[src/rtl/seg7_scanner.sv]
// seg7_scanner: time-multiplexed 8-digit hex scanner for a common-anode 7-segment display
// Ports:
//   clk        sole clock, rising edge
//   rst        synchronous active-high reset
//   data       32-bit word shown as 8 hex nibbles, nibble k on digit k
//   hold       freezes the displayed snapshot while high
//   blank      turns all digits off while high (scan keeps running)
//   dp_mask    bit k lights the decimal point of digit k
//   seg        active-low segments, seg[7] is the decimal point
//   dig        active-low one-cold digit enables
//   frame_tick one-cycle pulse after the last digit of each frame
// Build option: define SEG7_LZB_EN to blank leading zeros.
module seg7_scanner #(
    parameter int DIV = 18
) (
    input  logic        clk,
    input  logic        rst,
    input  logic [31:0] data,
    input  logic        hold,
    input  logic        blank,
    input  logic [7:0]  dp_mask,
    output logic [7:0]  seg,
    output logic [7:0]  dig,
    output logic        frame_tick
);
    // Segment patterns gfedcba (active-low), entry 0 on the right
    localparam logic [15:0][6:0] SEG_LUT = {
        7'h0E, 7'h06, 7'h21, 7'h46, 7'h03, 7'h08, 7'h10, 7'h00,
        7'h78, 7'h02, 7'h12, 7'h19, 7'h30, 7'h24, 7'h79, 7'h40
    };
    logic [DIV-1:0] pre_q, pre_d;
    logic [2:0]     idx_q, idx_d;
    logic [31:0]    snap_q, snap_d;
    logic [7:0]     seg_q, seg_d, dig_q, dig_d;
    logic           frame_q, frame_d;
    logic           tick, load;
    logic [3:0]     nib;
    logic [6:0]     segs;
    always_comb begin
        tick    = &pre_q;
        load    = tick && idx_q == 3'd7;
        pre_d   = pre_q + DIV'(1);
        idx_d   = idx_q + 3'(tick);
        frame_d = load;
        snap_d  = (load && !hold) ? data : snap_q;
        nib     = snap_q[{idx_q, 2'b00} +: 4];
`ifdef SEG7_LZB_EN
        // A digit is a leading zero when it and every higher nibble are zero
        segs    = (idx_q != 3'd0 && (snap_q >> {idx_q, 2'b00}) == 32'd0) ? 7'h7F : SEG_LUT[nib];
`else
        segs    = SEG_LUT[nib];
`endif
        seg_d   = blank ? 8'hFF : {~dp_mask[idx_q], segs};
        dig_d   = blank ? 8'hFF : ~(8'd1 << idx_q);
    end
    always_ff @(posedge clk) begin
        if (rst) begin
            pre_q   <= '0;
            idx_q   <= '0;
            snap_q  <= '0;
            seg_q   <= 8'hFF;
            dig_q   <= 8'hFF;
            frame_q <= 1'b0;
        end else begin
            pre_q   <= pre_d;
            idx_q   <= idx_d;
            snap_q  <= snap_d;
            seg_q   <= seg_d;
            dig_q   <= dig_d;
            frame_q <= frame_d;
        end
    end
    assign seg        = seg_q;
    assign dig        = dig_q;
    assign frame_tick = frame_q;
endmodule

[config.mk]
export PLATFORM = sky130hd
export DESIGN_NAME = seg7_scanner
export DESIGN_NICKNAME = d
export VERILOG_FILES = /design/src/rtl/seg7_scanner.sv
export SDC_FILE = /design/constraint.sdc
export NUM_CORES = 1
export LEC_CHECK = 0
export BUFFER_PORTS_ARGS = -buffer_cell sky130_fd_sc_hd__clkbuf_2
export CORE_ASPECT_RATIO = 0.7
export CORE_MARGIN = 10
export CORE_UTILIZATION = 45
export CTS_BUF_LIST = sky130_fd_sc_hd__clkbuf_4 sky130_fd_sc_hd__clkbuf_8 sky130_fd_sc_hd__clkbuf_16
export CTS_CLUSTER_SIZE = 28
export DETAILED_ROUTE_END_ITERATION = 6
export PLACE_DENSITY = 0.67
export SLEW_MARGIN = 5
export SYNTH_ARGS = -nofsm -noshare
export SYNTH_HDL_FRONTEND = slang
export SYNTH_SLANG_ARGS = --single-unit
export TNS_END_PERCENT = 1
[constraint.sdc]
create_clock -name clk -period 3.2 [get_ports clk]
set_input_delay 0.64 -clock clk [delete_from_list [all_inputs] [get_ports clk]]
set_output_delay 0.64 -clock clk [all_outputs]
set_load 0.02 [all_outputs]
==> results_dict.tcl <==
set metrics [dict create \
    areaGrowthSynthToFinish_pct 17.17 \
    tns_ps 0 \
    clk_latency_ps 340 \
    drive_above_1_share_pct 23.38 \
    hold_path_class "reg -> reg" \
    pre_cts_slack_ps 723.3 \
    ctsHoldBuffers 0 \
    synth_seq_area_share_pct 46.13 \
    holdWs_ps 452.5 \
    initial_core_util_pct 47.50 \
    cts.sinks 70 \
    reg2reg_depth 9 \
    synth_cells 342 \
    dpl-instance-area_mm2 0.003398 \
    grt_antenna_before_repair 0 \
    post-route-period-util_pct 78.77 \
    core_area_mm2 0.006396 \
    mostFrequentLayoutCells "nand2_1 (76), dfxtp_1 (70), clkbuf_2 (60), a21oi_1 (37), nor2_1 (26)" \
    dp.cells 480 \
    overflow 0 \
    synth_top_family_by_area "simple AND/OR/NAND/NOR gates" \
    synth_top_flop_cell "dfxtp_1" \
    cts.clk_slew.worst_paths_ps 60 \
    timing.fmax_mhz 396.7 \
    mostFrequentLayoutCell "nand2_1" \
    die_h_um 88.75 \
    grt_first_pass_wirelength_um 11920 \
    gp_congestion 0.8575 \
    place_hpwl_um 5152 \
    antenna_cells 0 \
    first_pass_iters 5 \
    grt_max_degree 38 \
    hold_end "snap_q[0]" \
    setup_viol 0 \
    cts_tree "done" \
    power_density_mw_per_mm2 434.8 \
    ys_seq_elements 70 \
    status "completed" \
    drc 0 \
    synth_edf_count 0 \
    fin_cells 493 \
    fin_area_mm2 0.003560 \
    syn-num-nets 394 \
    fillers 616 \
    netlist_area_mm2 0.003038 \
    die_width_um 118.2 \
    num_rows 24 \
    muxShareOfSynthArea_pct 8.649 \
    critPathMaxFanout 13 \
    reg2reg_slack_ps 680 \
    crit_path_end_kind "flop" \
    num_io_pins 61 \
    wl_per_cell_um 14.13 \
    nNetsFinal 452 \
    fin_skew_ps 3.615 \
    finalWorstPathRequiredPeriod_ps 2521 \
    async_flop_share_pct 0 \
    track_usage_pct 13.89 \
    max_slew.worst_pin.slew_ps 533.4 \
    grt_setup_unrepaired "false" \
    fin_ws_ps 679.3 \
    ys_warn_count 0 \
    portBuffers 60 \
    grt_pass1_vias 2479 \
    cts_resized 0 \
    postCtsSetupBuffers 0 \
    drt-total-wl_um 6968 \
    r2r_start "idx_q[0]" \
    crit_path_start_kind "flop" \
    hold_depth 2 \
    synth_fa_ha_area_share_pct 3.295 \
    first_iter_violations 137 \
    avgSynthCellArea_um2 8.883 \
    synth_compound_area_share_pct 11.04 \
    cp.arrival_ps 2740 \
    drv_cap 0 \
    h-tree-depth 3 \
    register_area_mm2 0.001401 \
    synth_simple_gate_area_share_pct 22.36 \
    clock-root-buffer "clkbuf_8" \
    synth.distinct_cells 46 \
    vias_per_cell 5.085 \
    hold_start "snap_q[0]" \
    multiInputGateArea_mm2 0.001515 \
    die-area_mm2 0.01049 \
    cts_buffer_depth 2 \
    via_count 2507 \
    synth-xor-area-share_pct 4.325 \
    p_leak_nw 1.338 \
    slew_headroom_pct 64.39 \
    hold_violations 0 \
    cts-buffers-inserted 9 \
    required_ps 3420 \
    slew_violations 0 \
    rr_endpoint "seg[3]" \
    postRouteAntennaNets 0 \
    vdd_ir_drop_max_uv 171.5 \
    crit_type "reg -> reg" \
]
==> per-layer routing <==
metal	track usage [%]	wire [um]	vias up	share of wire (%)
li1	-	-	1286	-
met1	18.49	3531	1122	51
met2	19.54	2741	93	39
met3	6.361	644	6	9.2
met4	4.362	51	0	0.73
met5	0	0	-	0
==> kinds of logic (layout without fill, tap and decap cells) <==
group           after synthesis  in the layout
simple gates                150            150
xor+xnor                     15             15
buf+inv                      25             85
compound gates               57             57
flops                        70             70
mux                          17             17
fa+ha+maj                     8              8
==> synthesized netlist by cell type (5+ instances only) <==
master     n  area [um^2]
o21ai_0    5        25.02
a21oi_1   37        185.2
mux2i_1    6        60.06
clkbuf_1   5        18.77
nand3_1   14        70.07
inv_1      6        22.52
nor2_1    26        97.59
nor3_1     6        30.03
dfxtp_1   70         1401
buf_2      9        45.04
mux4_2     6        135.1
ha_1       8        100.1
xnor2_1   12        105.1
nand2_1   76        285.3
nor2b_1    5        31.28
==> metrics by stage <==
stage / power (W) / util, %
floorplan: 0.0009328 / -
global placement: 0.0009689 / 53.13
detailed placement: 0.0009704 / 53.13
CTS: 0.001570 / 55.65
global route: 0.001611 / 55.65
finish: 0.001548 / 55.65
==> sequential cells by signal, summed over array words and instances, names as in the netlist <==
name / count
idx_q: 3
snap_q: 32
dig: 8
pre_q: 18
frame_tick: 1
seg: 8
==> power by group <==
group / switching, W / internal, W / leakage [nW]
clock: 0.000289 / 0.000307 / 0.0869
combinational: 0.0000359 / 0.0000311 / 0.684
sequential: 0.00000421 / 0.000880 / 0.567
total: 0.000330 / 0.00122 / 1.34
==> worst max path at each step <==
stage,startpoint,to,slack (ps)
floorplan,idx_q[0],seg[5],890
global placement,idx_q[0],seg[5],900
detailed placement,idx_q[0],seg[5],720
CTS,idx_q[0],seg[3],700
global route,idx_q[0],seg[3],460
finish,idx_q[0],seg[3],680
==> critical path, stage by stage (launching register included) <==
cell and delay, ps:
dfxtp_1 430, buf_4 240, nor2b_1 360, nand3b_1 140, nand3_1 240, inv_1 110
ha_1 220, and3_1 170, a2111oi_0 400, nor2_1 80
==> final cells by class <==
class	instances	share of cell area, %
Timing Repair Buffer	66	9.701
Clock buffer	11	4.253
Tap cell	91	3.199
Sequential cell	70	39.37
Clock inverter	2	0.2812
Inverter	6	0.6327
Multi-Input combinational cell	247	42.57
Power figures use the tool's default switching activity.
